File: src/rtl/deco_pkg.sv
// -----------------------------------------------------------------------------
// deco_pkg
//
// Shared definitions for the one-hot decode sequencer:
//   - state_e      : FSM states of deco_onehot_seq (IDLE, EMIT)
//   - DEC_SINGLE / DEC_SWEEP : values of the in_mode request field
//   - MAX_IN_W     : widest code the helper function supports
//   - onehot()     : code -> one-hot vector, with selectable bit ordering
//
// Handshake semantics used throughout this block (both ports):
//   A transfer happens on a rising clk edge where valid && ready are both 1.
//   The producer holds valid and its payload stable until that edge; ready
//   never depends combinationally on the valid of the same port.
// -----------------------------------------------------------------------------
package deco_pkg;

    typedef enum logic {
        IDLE = 1'b0,
        EMIT = 1'b1
    } state_e;

    localparam logic DEC_SINGLE = 1'b0;
    localparam logic DEC_SWEEP  = 1'b1;

    // The helper works on a fixed maximum width so it can live in a
    // non-parameterised package; callers size-cast the result down.
    localparam int MAX_IN_W  = 8;
    localparam int MAX_OUT_W = 2 ** MAX_IN_W;

    // Returns a MAX_OUT_W vector with exactly one bit set.
    //   msb_first = 1 : code 0 selects bit (2**in_w)-1 (legacy ordering)
    //   msb_first = 0 : code k selects bit k
    // Bits at and above 2**in_w are always zero.
    function automatic logic [MAX_OUT_W-1:0] onehot(
        input logic [MAX_IN_W-1:0] code,
        input int unsigned         in_w,
        input bit                  msb_first
    );
        logic [MAX_OUT_W-1:0] res;
        logic [MAX_IN_W-1:0]  top;
        logic [MAX_IN_W-1:0]  idx;
        res = '0;
        top = MAX_IN_W'((32'd1 << in_w) - 32'd1);
        // For code < 2**in_w, (top - code) mirrors the position within the
        // in_w-bit output range.
        idx = msb_first ? (top - code) : code;
        res[idx] = 1'b1;
        return res;
    endfunction

endpackage : deco_pkg

File: src/rtl/deco_onehot_core.sv
// -----------------------------------------------------------------------------
// deco_onehot_core
//
// Purely combinational IN_W -> 2**IN_W one-hot decoder.
//
// Parameters:
//   IN_W      : code width (1 .. deco_pkg::MAX_IN_W)
//   MSB_FIRST : 1 -> code 0 drives oh[OUT_W-1]; 0 -> code k drives oh[k]
//
// Ports:
//   code : in  IN_W   code to decode
//   oh   : out OUT_W  one-hot result (exactly one bit set)
// -----------------------------------------------------------------------------
module deco_onehot_core
    import deco_pkg::*;
#(
    parameter  int IN_W      = 3,
    parameter  bit MSB_FIRST = 1'b1,
    localparam int OUT_W     = 2 ** IN_W
) (
    input  logic [IN_W-1:0]  code,
    output logic [OUT_W-1:0] oh
);

    assign oh = OUT_W'(deco_pkg::onehot(MAX_IN_W'(code), IN_W, MSB_FIRST));

endmodule : deco_onehot_core

File: src/rtl/deco_onehot_seq.sv
// -----------------------------------------------------------------------------
// deco_onehot_seq
//
// Registered N-to-2**N one-hot decoder with valid/ready on both sides and a
// sweep mode that emits a run of consecutive codes for one request.
//
// Parameters:
//   IN_W      : code width; OUT_W = 2**IN_W is derived
//   MSB_FIRST : 1 -> code 0 drives out_onehot[OUT_W-1]; 0 -> code k drives bit k
//
// Ports:
//   clk, rst    : clock, synchronous active-high reset
//   in_valid    : request present
//   in_ready    : request accepted when in_valid && in_ready
//   in_code     : start code
//   in_mode     : DEC_SINGLE (one beat) or DEC_SWEEP
//   in_len      : sweep beats minus one (ignored for DEC_SINGLE)
//   out_valid   : beat present
//   out_ready   : downstream takes beat when out_valid && out_ready
//   out_onehot  : one-hot of out_code, zero when out_valid = 0
//   out_code    : code of the current beat
//   out_last    : final beat of the request
//   busy        : FSM not in IDLE (also serves as the state debug view)
//
// A request is accepted in IDLE, or on the edge where the last beat of the
// current request is taken, so back-to-back requests stream without bubbles.
// -----------------------------------------------------------------------------
module deco_onehot_seq
    import deco_pkg::*;
#(
    parameter  int IN_W      = 3,
    parameter  bit MSB_FIRST = 1'b1,
    localparam int OUT_W     = 2 ** IN_W
) (
    input  logic             clk,
    input  logic             rst,

    input  logic             in_valid,
    output logic             in_ready,
    input  logic [IN_W-1:0]  in_code,
    input  logic             in_mode,
    input  logic [IN_W-1:0]  in_len,

    output logic             out_valid,
    input  logic             out_ready,
    output logic [OUT_W-1:0] out_onehot,
    output logic [IN_W-1:0]  out_code,
    output logic             out_last,

    output logic             busy
);

    // -------------------------------------------------------------------------
    // State
    // -------------------------------------------------------------------------
    state_e            state_q, state_d;
    logic [IN_W-1:0]   code_q,  code_d;
    logic [IN_W-1:0]   rem_q,   rem_d;    // beats left after the current one
    logic              valid_q, valid_d;
    logic              last_q,  last_d;

    logic              take;
    logic              accept;
    logic [OUT_W-1:0]  core_oh;

    // -------------------------------------------------------------------------
    // Handshake qualifiers
    // -------------------------------------------------------------------------
    assign take     = valid_q && out_ready;

    // Ready depends only on state, out_ready and rst, never on in_valid.
    assign in_ready = !rst && ((state_q == IDLE) || (take && last_q));
    assign accept   = in_valid && in_ready;

    // -------------------------------------------------------------------------
    // Next-state logic
    // -------------------------------------------------------------------------
    always_comb begin
        state_d = state_q;
        code_d  = code_q;
        rem_d   = rem_q;
        valid_d = valid_q;

        if (take) begin
            if (!last_q) begin
                // Natural wrap of the IN_W-bit adder gives the modulo-OUT_W step.
                code_d = code_q + IN_W'(1);
                rem_d  = rem_q - IN_W'(1);
            end else begin
                state_d = IDLE;
                valid_d = 1'b0;
            end
        end

        // A new request overrides the return to IDLE on a taken last beat.
        if (accept) begin
            state_d = EMIT;
            valid_d = 1'b1;
            code_d  = in_code;
            rem_d   = (in_mode == DEC_SWEEP) ? in_len : '0;
        end

        last_d = (state_d == EMIT) && (rem_d == '0);
    end

    // -------------------------------------------------------------------------
    // Registers (reset wins over any simultaneous handshake)
    // -------------------------------------------------------------------------
    always_ff @(posedge clk) begin
        if (rst) begin
            state_q <= IDLE;
            code_q  <= '0;
            rem_q   <= '0;
            valid_q <= 1'b0;
            last_q  <= 1'b0;
        end else begin
            state_q <= state_d;
            code_q  <= code_d;
            rem_q   <= rem_d;
            valid_q <= valid_d;
            last_q  <= last_d;
        end
    end

    // -------------------------------------------------------------------------
    // Output decode
    // -------------------------------------------------------------------------
    deco_onehot_core #(
        .IN_W      (IN_W),
        .MSB_FIRST (MSB_FIRST)
    ) u_core (
        .code (code_q),
        .oh   (core_oh)
    );

    assign out_valid  = valid_q;
    assign out_code   = code_q;
    assign out_last   = last_q;
    assign out_onehot = valid_q ? core_oh : '0;
    assign busy       = (state_q != IDLE);

endmodule : deco_onehot_seq

File: config.mk
export PLATFORM = sky130hd
export DESIGN_NAME = deco_onehot_seq
export DESIGN_NICKNAME = d
export VERILOG_FILES = /design/src/rtl/deco_pkg.sv /design/src/rtl/deco_onehot_core.sv /design/src/rtl/deco_onehot_seq.sv
export SDC_FILE = /design/constraint.sdc
export NUM_CORES = 1
export LEC_CHECK = 0
export ABC_AREA = 0
export CORE_MARGIN = 4
export CORE_UTILIZATION = 30
export CTS_CLUSTER_SIZE = 12
export DETAILED_ROUTE_END_ITERATION = 12
export PLACE_DENSITY = 0.59
export SYNTH_ARGS = -nofsm -noshare
export SYNTH_HDL_FRONTEND = slang
export SYNTH_SLANG_ARGS = --single-unit
File: constraint.sdc
create_clock -name clk -period 1.72 [get_ports clk]
set_input_delay 0.172 -clock clk [delete_from_list [all_inputs] [get_ports clk]]
set_output_delay 0.172 -clock clk [all_outputs]
set_load 0.01 [all_outputs]
==> results of run 1 <==
[metal layers]
metal	global-route usage (%)	up-vias	wire length (um)
met5	0	-	0
met4	6.912	0	23
met3	3.012	2	101
met2	17.18	25	518
met1	11.85	217	548
li1	-	279	-
[timing repair]
| item | 4_1_cts | 5_1_grt |
|---|---|---|
| setup endpoints to repair | 5 | 3 |
| gates resized for setup | 5 | 3 |
| pin swaps | 0 | 0 |
[cell families (layout without fill, tap and decap cells)]
logic type	count (synthesis)	count (layout)	share of synthesized area, %
multiplexers	5	5	9.739
AND/OR/NAND/NOR	31	31	30.17
buffers and inverters	7	39	6.650
flip-flops	9	9	34.20
XOR/XNOR	4	4	6.652
adder cells (fa/ha/maj)	2	2	4.750
AO/OA/AOI/OAI	6	6	7.839
[through the flow]
| step | power, uW | setup WS, ps | area, um^2 |
|---|---|---|---|
| 2_1_floorplan | 346.0 | 286.3 | 526.8 |
| 3_3_place_gp | 439.1 | 24.55 | 818.3 |
| 3_5_place_dp | 440.0 | -46.06 | 818.3 |
| 4_1_cts | 600.3 | 30.60 | 838.3 |
| 5_1_grt | 632.4 | 64.40 | 843.3 |
| 6_report | 592.9 | 130.0 | 843.3 |
[placed cells by master (no fill, tap or decap)]
| master | count |
|---|---|
| a211o_1 | 1 |
| a211oi_1 | 3 |
| a21oi_1 | 2 |
| buf_4 | 5 |
| clkbuf_1 | 1 |
| clkbuf_4 | 3 |
| clkdlybuf4s50_1 | 19 |
| dfxtp_1 | 7 |
| dfxtp_2 | 2 |
| dlygate4sd2_1 | 5 |
| dlymetal6s2s_1 | 1 |
| ha_1 | 2 |
| inv_1 | 5 |
| mux2_1 | 1 |
| mux2i_1 | 4 |
| nand2_1 | 7 |
| nand2b_1 | 2 |
| nand3_2 | 1 |
| nand3b_1 | 2 |
| nand4b_1 | 1 |
| nor2_1 | 10 |
| nor2b_1 | 3 |
| nor3_1 | 2 |
| nor4_1 | 1 |
| or2_2 | 1 |
| or2b_1 | 1 |
| xnor2_1 | 2 |
| xor2_1 | 2 |
[synthesized netlist by cell type, types with 2 or more instances]
cell,instances,area [um^2]
xor2_1,2,17.52
nand3b_1,2,15.01
mux2i_1,4,40.04
ha_1,2,25.02
a211oi_1,3,22.52
nor3_1,2,10.01
inv_1,5,18.77
nor2b_1,3,18.77
xnor2_1,2,17.52
nand2b_1,2,12.51
a21oi_1,2,10.01
nor2_1,10,37.54
nand2_1,7,26.28
dfxtp_1,9,180.2
[worst max-delay path: cells and delay by family, from the launching register on]
kind,cells,cell delay [ps]
buffers and inverters,1,530
flip-flops,1,360
AND/OR/NAND/NOR,2,260
[how the worst min path moves through the flow]
stage,cells after the start,end,from,slack (ps)
floorplan,2,out_code[0],in_code[0],350
global placement,3,out_valid,out_last,570
detailed placement,3,out_valid,out_last,560
CTS,3,out_code[2],in_code[2],500
global route,3,out_code[1],in_code[1],520
finish,3,out_code[2],in_code[2],500
[power breakdown]
part	internal, uW	switching (uW)	total, uW
Clock	89.3	73.0	162
Sequential	231	22.7	254
Combinational	104	72.7	177
[sequential cells by signal (all words and copies together) (netlist names)]
| name | count |
|---|---|
| rem_q | 3 |
| out_last | 1 |
| out_code | 3 |
| busy | 1 |
| out_valid | 1 |
[layout make-up]
cell class                 instances  area, um^2
timing repair buffer              30       284.0
clock buffer                       4       26.28
multi-input combinational         48       311.5
fill                             157       733.2
inverter                           5       18.77
sequential                         9       182.7
tap                               16       20.02
==> metrics.txt, run 1 <==
status=completed; Synth Cell Area=526.8 um^2; RSZ-0062 raised after global routing=no; r2r startpoint=out_valid; Worst setup startpoint=out_code[0]; DRT iter0 DRCs=6; Starting Density=33.41%; CP max FO=8; post-route ant nets=0; Hold-fix buffers, CTS=0; Chip Width=between 40 and 50 um; total power divided by cell area=703.0 nW/um^2; Fin. Hold Viols=0; WP data arrival=1420 ps; r2r endpoint=out_last; CTS sink count=9; critical path endpoint=out_onehot[1]; via count=523; clock root buffer=clkbuf_4; R2R depth=5; DR vias/cell=approximately 4.7; crit path max-delay cell type=clkdlybuf4s50_1; worst-margin pin slew=259.2 ps; routed length per instance=around 11 um; largest net degree at the start of global routing=9; Mapped Nets=just under 80; Worst-path clk slew=60 ps; WL final=approximately 1200 um; I/O pins=26; nets@finish=110; antenna violations before repair=0; core area=about 1600 um^2; CP Capture Type=primary output; global placement routability congestion=between 0.7 and 0.8; Final Cycle Share=between 90 and 100%; ant diodes=0; Clock Skews=~0.74 ps; Max Clk Rate=about 630 MHz; DP HPWL=969.4 um; Worst-Skew Late Latency=between 200 and 300 ps; Post-Synthesis Cells=64; Worst path max stage delay=~530 ps; Reg2Reg Setup Slack=approximately 190 ps; vias in the first global route=475; Tot GR Track Use=10.55%; drt drc=0; Setup TNS Final=0 ps; row count=14; CP Data Required Time=~1600 ps; post-layout min period=approximately 1600 ps; Leak Pwr=between 0.0003 and 0.0004 uW; final setup fails=0; crit path kind=register to primary output; CTS max path bufs=2; Placed Cells=roughly 110; htree depth=1; Yosys Warn Count=0; Main synth FF type=dfxtp_1; Port Buffer Count=25; Max Cap Viol=0; share of layout cells above drive strength 1=approximately 13%; Area Overhead vs Synth=60.10%; final core occ=about 53%; Die H=about 50 um; GRT Residual Overflow=0; CP Launch Type=register; total die area=2490 um^2; Slew headroom=just over 80%; register area share after synthesis=between 30 and 40%; Async SR Flop Fraction=0%; first-pass GRT wire length=around 2000 um; worst hold-check path type=primary input to register; Synth Area per Inst=slightly above 8 um^2; Distinct cells, synth=23; Final Max Tran Viols=0; TritonCTS clock tree=yes; cts bufs inserted=3; Yosys reg bits=9; number of setup buffers added after CTS=0; fin cells=approximately 110; maximum vdd ir drop=roughly 0.44 mV; first-pass detailed-route iteration total=4; WHS=between 500 and 600 ps; crit-path cells=nand2b_1 > nor2_1 > clkdlybuf4s50_1; Post-synth EDFFs=0
No activity file was read; power rests on OpenSTA's default activity.
==> inputs of run 2 (changes only) <==
SLEW_MARGIN = 20   (was unset)
==> results of run 2 <==
The final DEF is identical to that of run 1; final timing and power are the same.
==> inputs of run 3 (changes only) <==
CAP_MARGIN = 10   (was unset)
REMOVE_ABC_BUFFERS = 1   (was unset)
==> metrics.txt, run 3 (synthesis results as in run 1) <==
Worst-Skew Late Latency=260 ps (about the same); Max Clk Rate=612.6 MHz (was 628.9 MHz); CP Capture Type=primary output (unchanged); FF/Latch Area=181.4 um^2 (was 182.7 um^2); Die H=49.90 um (unchanged); WL met1=502 um (was 548 um); uppermost layer routed=met4 (unchanged); global placement routability congestion=0.8027 (was 0.7029); R2R depth=5 (unchanged); post-layout min period=1632 ps (was 1590 ps); largest net degree at the start of global routing=9 (unchanged); first-pass detailed-route iteration total=5 (was 4); Slew headroom=84.33% (was 82.66%); status=completed (unchanged); number of setup buffers added after CTS=0 (unchanged); critical path endpoint=out_onehot[0] (was out_onehot[1]); CP Launch Type=register (unchanged); Final Cycle Share=94.91% (was 92.44%); Area Overhead vs Synth=59.86% (was 60.10%); maximum vdd ir drop=0.3518 mV (was 0.4384 mV); ant diodes=0 (unchanged); Final Max Tran Viols=0 (unchanged); crit path kind=register to primary output (unchanged); antenna violations before repair=0 (unchanged); WP data arrival=1460 ps (was 1420 ps); final core occ=53.41% (was 53.49%); area of the multi-input gates=311.5 um^2 (unchanged); Worst-path clk slew=60 ps (about the same); nets@finish=110 (unchanged); commonest non-fill, non-tap cell in the layout=clkdlybuf4s50_1 (unchanged); Pwr Total=590.0 uW (was 592.9 uW); Hold-fix buffers, CTS=0 (unchanged); post-route ant nets=0 (unchanged); Starting Density=33.41% (unchanged); core area=1577 um^2 (unchanged); total power divided by cell area=700.6 nW/um^2 (was 703.0 nW/um^2); Fin. Hold Viols=0 (unchanged); Tot GR Track Use=10.03% (was 10.55%); Clock Skews=6.058 ps (was 0.7351 ps); worst hold-check path type=primary input to register (unchanged); htree depth=1 (unchanged); TritonCTS clock tree=yes (unchanged); routed wl met3=131 um (was 101 um); CTS sink count=9 (unchanged); CTS max path bufs=2 (unchanged); commonest cells after routing, fill and taps aside=clkdlybuf4s50_1, nor2_1, dfxtp_1, nand2_1 (was clkdlybuf4s50_1, nor2_1, nand2_1, dfxtp_1); cts bufs inserted=3 (unchanged); total die area=2490 um^2 (unchanged); row count=14 (unchanged); via count=535 (was 523); drt drc=0 (unchanged); Port Buffer Count=25 (unchanged); Reg2Reg Setup Slack=240 ps (was 190 ps); WL final=1191 um (was 1192 um); worst-margin pin slew=234.8 ps (was 259.2 ps); DRT iter0 DRCs=4 (was 6); fill cell total of the finished layout=166 (was 157); DP HPWL=991.5 um (was 969.4 um); DR WL met2=540 um (was 518 um); DP Worst Slack=-9.998 ps (was -46.06 ps); cts repair resizes=5 (unchanged); RSZ-0062 raised after global routing=no (unchanged); Leak Pwr=0.0003860 uW (was 0.0003864 uW); CP max FO=8 (unchanged); routed length per instance=10.63 um (was 10.64 um); vias in the first global route=442 (was 475); final setup fails=0 (unchanged); PnR worst setup slack=87.54 ps (was 130.0 ps); first-pass GRT wire length=1918 um (was 2001 um); I/O pins=26 (unchanged); cell count of the worst hold path=3 (unchanged); CP Data Required Time=1550 ps (about the same); Chip Width=49.90 um (unchanged); share of layout cells above drive strength 1=11.46% (was 12.50%); r2r startpoint=out_valid (unchanged); GRT Residual Overflow=0 (unchanged); Worst setup startpoint=out_code[1] (was out_code[0]); DR vias/cell=4.777 (was 4.670); Max Cap Viol=0 (unchanged); r2r endpoint=out_last (unchanged); clock root buffer=clkbuf_4 (unchanged)
-- run 3: cell types whose count changed in the layout (fill, tap and decap cells not counted) --
cell	previous run	this run
dfxtp_2	2	1
dfxtp_1	7	8
-- run 3: layer usage --
layer,GRT usage [%],vias up
li1,-,278
met1,11.07,227
met2,16.30,26
met3,3.012,4
met4,6.912,0
met5,0,-
-- run 3: cell type report --
| cell class | instances | area share (%) |
|---|---|---|
| repair buffers | 30 | 33.73 |
| inverters | 5 | 2.229 |
| clock buffers | 4 | 3.120 |
| well taps | 16 | 2.377 |
| multi-input cells | 48 | 37.00 |
| flip-flops and latches | 9 | 21.55 |
-- run 3: worst min path at each step --
stage,start,end,slack (ps)
floorplan,rst,rem_q[0],240
global placement,out_last,out_valid,560
detailed placement,out_last,out_valid,560
CTS,in_code[0],out_code[0],500
global route,in_code[2],out_code[2],510
finish,in_code[0],out_code[0],490
-- run 3: metrics by stage --
step / cells / area, um^2 / hold slack [ps] / setup TNS (ps)
2_1_floorplan: 62 / 510.5 / 243.6 / 0
3_3_place_gp: 108 / 818.3 / 560.7 / 0
3_5_place_dp: 108 / 818.3 / 557.0 / -9.998
4_1_cts: 112 / 838.3 / 499.4 / 0
5_1_grt: 112 / 842.1 / 506.3 / 0
6_report: 112 / 842.1 / 494.9 / 0
-- run 3: power by group --
part	internal (uW)	switching [uW]
Combinational	104	71.5
Sequential	230	21.7
Clock	89.4	72.7
Total	424	166
-- run 3: critical path, cell delays in order, from the launching register on --
cell and delay, ps:
dfxtp_1 450, nand2_1 100, nor2_1 110, clkdlybuf4s50_1 550
==> RTL edit 1, RTL diff (settings of run 3) <==
`IN_W` is set to 3 in 2 places; all go to 4.
--- a/src/rtl/deco_onehot_core.sv
+++ b/src/rtl/deco_onehot_core.sv
@@ -14,7 +14,7 @@
 module deco_onehot_core
     import deco_pkg::*;
 #(
-    parameter  int IN_W      = 3,
+    parameter  int IN_W      = 4,
     parameter  bit MSB_FIRST = 1'b1,
     localparam int OUT_W     = 2 ** IN_W
 ) (
--- a/src/rtl/deco_onehot_seq.sv
+++ b/src/rtl/deco_onehot_seq.sv
@@ -28,7 +28,7 @@
 module deco_onehot_seq
     import deco_pkg::*;
 #(
-    parameter  int IN_W      = 3,
+    parameter  int IN_W      = 4,
     parameter  bit MSB_FIRST = 1'b1,
     localparam int OUT_W     = 2 ** IN_W
 ) (
Interface: changed (resized in_code, in_len, out_code and out_onehot); port bits go from 26 to 37. The function was not compared with the original's and may differ.
==> RTL edit 1 against run 3 <==
Worst setup slack improved by 0.047 ns; maximum frequency increased by 3.0%; power increased by 27%; critical path depth increased by 2; sequential cell count increased by 2; clock power increased by 9.9%; design area increased by 48%; count of clock-buffer cells in the layout unchanged; routed wire length increased by 95%; synthesized area increased by 56%.
==> RTL edit 1: results (changes against run 3) <==
| Parameter | This run | Change |
|---|---|---|
| Share of async-settable or async-resettable flops after synthesis | 0% | unchanged |
| Largest net degree at the start of global routing | 12 | +3 |
| # H-tree levels | 1 | unchanged |
| Yosys synthesis warning count | 0 | unchanged |
| First DRT Iteration DRCs | 29 | +25 |
| Worst hold path endpoint | out_code[1] |  |
| First-pass GRT wire length | 3800 um | +98% |
| IR drop worst, VDD | 0.310 mV | -12% |
| Dominant synthesized flop cell | dfxtp_1 |  |
| Slowest stage cell on the critical path | dfxtp_4 |  |
| Worst reg2reg path startpoint | out_last |  |
| Number of standard cells after synthesis | 108 | +69% |
| Largest fanout of any net on the critical path | 6 | -2 |
| Post-route non-filler standard cell count | 178 | +59% |
| DP HPWL | 1910 um | +93% |
| IO Port Bufs | 36 | +44% |
| Worst-case setup slack after placement | -0.0170 ns | -0.00698 ns |
| Netlist area before placement | 822 um2 | +56% |
| Initial antenna violation count | 0 | unchanged |
| Max incr delay on CP | 0.37 ns | -0.18 ns |
| Capture instance of the worst register-to-register path | out_last |  |
| Clock Root Buffer | clkbuf_4 |  |
| Internal reg-to-reg setup slack | 0.28 ns | +0.04 ns |
| Combined global-route utilization of all metal layers | 13.5% | +3.5 points |
| Number of global-route vias before repair | 897 | +100% |
| Final Skew | 0.00506 ns | -0.00100 ns |
| Instance area after placement | 0.00123 mm2 | +50% |
| Proportion of layout cells with a drive suffix above 1 | 13.5% | +2.1 points |
| Number of detailed-routing iterations run before antenna repair | 4 | -1 |
| Routed len/inst | 13.0 um | +22% |
| Post-CTS Setup Inserts | 0 | unchanged |
| Ranking of synthesized cells by instance count | 22 x nor2_1, 15 x nand2_1, 11 x dfxtp_1, 6 x a211oi_1 |  |
| CTS buffer count | 3 | unchanged |
| Worst max-slew margin expressed relative to the limit | 77.1% | -7.2 points |
| Critical path arrival | 1.41 ns | -0.05 ns |
| Leakage power | 0.565 nW | +46% |
| Via total after detailed routing | 907 | +70% |
| Cell count of the worst reg-to-reg path | 4 | -1 |
| Fraction of the yosys area taken by sequential cells | 26.8% | -7.4 points |
| Weighted congestion reported at the end of routability-driven placement | 0.790 | -1.6% |
| Run status | completed |  |
| Number of distinct standard cells referenced by the synthesized netlist | 31 | +35% |
| Synth area leaders | dfxtp_1 27%, nor2_1 10%, ha_1 7.6%, nand2_1 6.8%, a211oi_1 5.5% |  |
| Number of cells on the worst hold path | 3 | unchanged |
| Total instance count after detailed placement | 174 | +61% |
| Antenna diode count | 0 | unchanged |
| Hold Startpoint | in_code[1] |  |
| Post-route worst hold slack | 0.492 ns | -0.00258 ns |
## RTL edit 1: cell types whose count changed in the layout (fill, tap and decap cells not counted), moves of 3 or more
cell	run 3	this run
a211oi_1	3	6
dfxtp_4	0	3
dlygate4sd2_1	5	17
ha_1	2	5
mux2i_1	4	0
nand2_1	7	15
nor2_1	10	22
nor2b_1	3	0
nor3_1	2	5
## RTL edit 1: worst max path at each step
stage / to / cells past startpoint / slack (ns) / from
6_report: out_onehot[14] / 5 / 0.13 / out_code[1]
5_1_grt: out_onehot[14] / 5 / 0.03 / out_code[1]
4_1_cts: out_onehot[14] / 5 / 0.12 / out_code[1]
3_5_place_dp: out_last / 5 / -0.02 / out_ready
3_3_place_gp: in_ready / 4 / 0.02 / out_ready
2_1_floorplan: out_last / 4 / 0.06 / out_valid
## RTL edit 1: power by group
group          internal (mW)  switching [mW]
clock                 0.0897          0.0885
sequential             0.281          0.0387
combinational          0.136           0.114
total                  0.507           0.241
## RTL edit 1: cells by family after synthesis
group	synth area share [%]
adders and majority gates	7.61
DFF	26.8
AOI/OAI and AO/OA	19.2
buffers and inverters	7.00
muxes	3.65
xor gates and xnor gates	5.33
and+or+nand+nor	30.4
## RTL edit 1: routing by layer
layer / track usage [%] / part of all wire, % / up-vias
li1: - / - / 456
met4: 3.80 / 0.56 / 0
met3: 2.34 / 11 / 2
met1: 15.5 / 40 / 406
met2: 25.5 / 49 / 43
met5: 0 / 0 / -
## RTL edit 1: final cells by class
type	instances	area, um2
inverters	5	18.8
multi-input cells	86	544
repair buffers	42	384
well taps	30	37.5
clock buffers	4	26.3
flip-flops and latches	11	234
fillers	276	1300
## RTL edit 1: worst max-delay path: cells and delay by family, from the launching register on
kind / cells / cell delay, ns
flip-flops: 1 / 0.37
buffers and inverters: 2 / 0.37
AND/OR/NAND/NOR: 2 / 0.28
adder cells (fa/ha/maj): 1 / 0.13
## RTL edit 1: repair_timing
item | 4_1_cts | 5_1_grt
setup endpoints to repair | 17 | 0
resized for setup | 25 | 0
hold endpoints to repair | 0 | 0
==> RTL edit 2, RTL diff (settings of run 3) <==
Without the edit above. Reset style: asynchronous (`rst`), changed in one clocked block. Comments in the files are not updated.
--- a/src/rtl/deco_onehot_seq.sv
+++ b/src/rtl/deco_onehot_seq.sv
@@ -106,7 +106,7 @@
     // -------------------------------------------------------------------------
     // Registers (reset wins over any simultaneous handshake)
     // -------------------------------------------------------------------------
-    always_ff @(posedge clk) begin
+    always_ff @(posedge clk or posedge rst) begin
         if (rst) begin
             state_q <= IDLE;
             code_q  <= '0;
Formal check against the unedited RTL: differs if rst is asserted again (counterexample within 4 cycles, from zero or initial values and one cycle with rst high); with rst held inactive, the same outputs for 10 cycles.
==> RTL edit 2 against run 3 <==
Count of clock-buffer cells in the layout unchanged; clock skew about the same; hold slack got worse by 0.28 ns; die area increased by 7.0%; design area increased by 5.9%; maximum frequency increased by 9.2%; core utilization decreased by 2.8 points; sequential cell count unchanged; synthesized area increased by 8.3%; worst setup slack improved by 0.14 ns; non-clock buffer count decreased by 1; routed wire length increased by 15%; critical path type unchanged.
Power is not compared: it rests on default switching activity, and its combinational part moved more than twofold at a synthesized area within 25%.
==> RTL edit 2: results (changes against run 3) <==
| Parameter | This run | Change |
|---|---|---|
| Worst setup path end | out_onehot[7] |  |
| Fraction of the yosys area taken by sequential cells | 39.5% | +5.3 points |
| Number of standard cells after synthesis | 67 | +4.7% |
| Netlist area before placement | 571 um2 | +8.3% |
| Run status | completed |  |
| Largest fanout of any net on the critical path | 4 | -4 |
| Area of combinational cells with multiple inputs | 315 um2 | +1.2% |
| Max incr delay on CP | 0.36 ns | -0.19 ns |
| Internal reg-to-reg setup slack | 0.32 ns | +0.08 ns |
| Via-per-instance ratio | 4.72 | -1.1% |
| Classification of the worst-slack hold path | primary input to asynchronous set/reset pin |  |
| Source of the critical timing path | out_valid |  |
| Critical path arrival | 1.32 ns | -0.14 ns |
| Non-Clock Buffer Area Fraction | 31.4% | -2.3 points |
| FFs & Latches | 9 | unchanged |
| Via total after detailed routing | 581 | +8.6% |
| Inverters | 3 | -2 |
| Number of detailed-routing iterations run before antenna repair | 4 | -1 |
| Multi-input combinational gate total | 53 | +10% |
| Proportion of layout cells with a drive suffix above 1 | 12.2% | +0.79 points |
| Sequential cell area share | 25.5% | +4.0 points |
| Clock network contribution to total cell area | 2.95% | -0.18 points |
| DP HPWL | 1060 um | +6.6% |
| Final Skew | 0.00620 ns | +0.000142 ns |
| Total instance count after detailed placement | 119 | +10% |
| Weighted congestion reported at the end of routability-driven placement | 0.679 | -15% |
| Number of global-route vias before repair | 528 | +19% |
| Crit-path leading delay family | simple AND/OR/NAND/NOR gates |  |
| Sequential cell area in the final layout | 228 um2 | +26% |
| First-pass GRT wire length | 2170 um | +13% |
| Capture instance of the worst register-to-register path | out_last |  |
| Number of buffers outside the clock class in the layout | 29 | -3.3% |
| Instance area after placement | 863 um2 | +5.5% |
| Actual transition at the worst max-transition pin | 0.355 ns | +0.120 ns |
| Routed len/inst | 11.1 um | +4.4% |
| Ranking of synthesized cells by instance count | 10 x nand2_1, 9 x dfrtp_1, 7 x nor2_1, 6 x o21ai_0, 4 x nand3_1 |  |
| Share of async-settable or async-resettable flops after synthesis | 100% | +100 points |
RTL edit 2: layer usage:
| layer | wire length [um] | track usage [%] | vias up |
|---|---|---|---|
| li1 | - | - | 294 |
| met1 | 598 | 12.4 | 263 |
| met2 | 654 | 19.1 | 19 |
| met3 | 84 | 2.58 | 5 |
| met4 | 28 | 5.24 | 0 |
| met5 | 0 | 0 | - |
RTL edit 2: logic make-up after synthesis:
family	share of synthesized area, %
AOI/OAI and AO/OA	16.2
xor gates and xnor gates	6.14
adders and majority gates	4.39
buffers and inverters	5.26
DFF	39.5
muxes	1.75
and+or+nand+nor	26.8
RTL edit 2: worst min-delay path by stage:
| stage | start | to | slack [ns] | depth (start not counted) |
|---|---|---|---|---|
| after floorplan | rst | busy | -0.00008 | 1 |
| after global placement | rst | out_code[2] | 0.53 | 2 |
| after detailed placement | rst | out_code[2] | 0.51 | 2 |
| after CTS | rst | busy | 0.24 | 2 |
| after global routing | rst | busy | 0.27 | 2 |
| final | rst | busy | 0.22 | 2 |
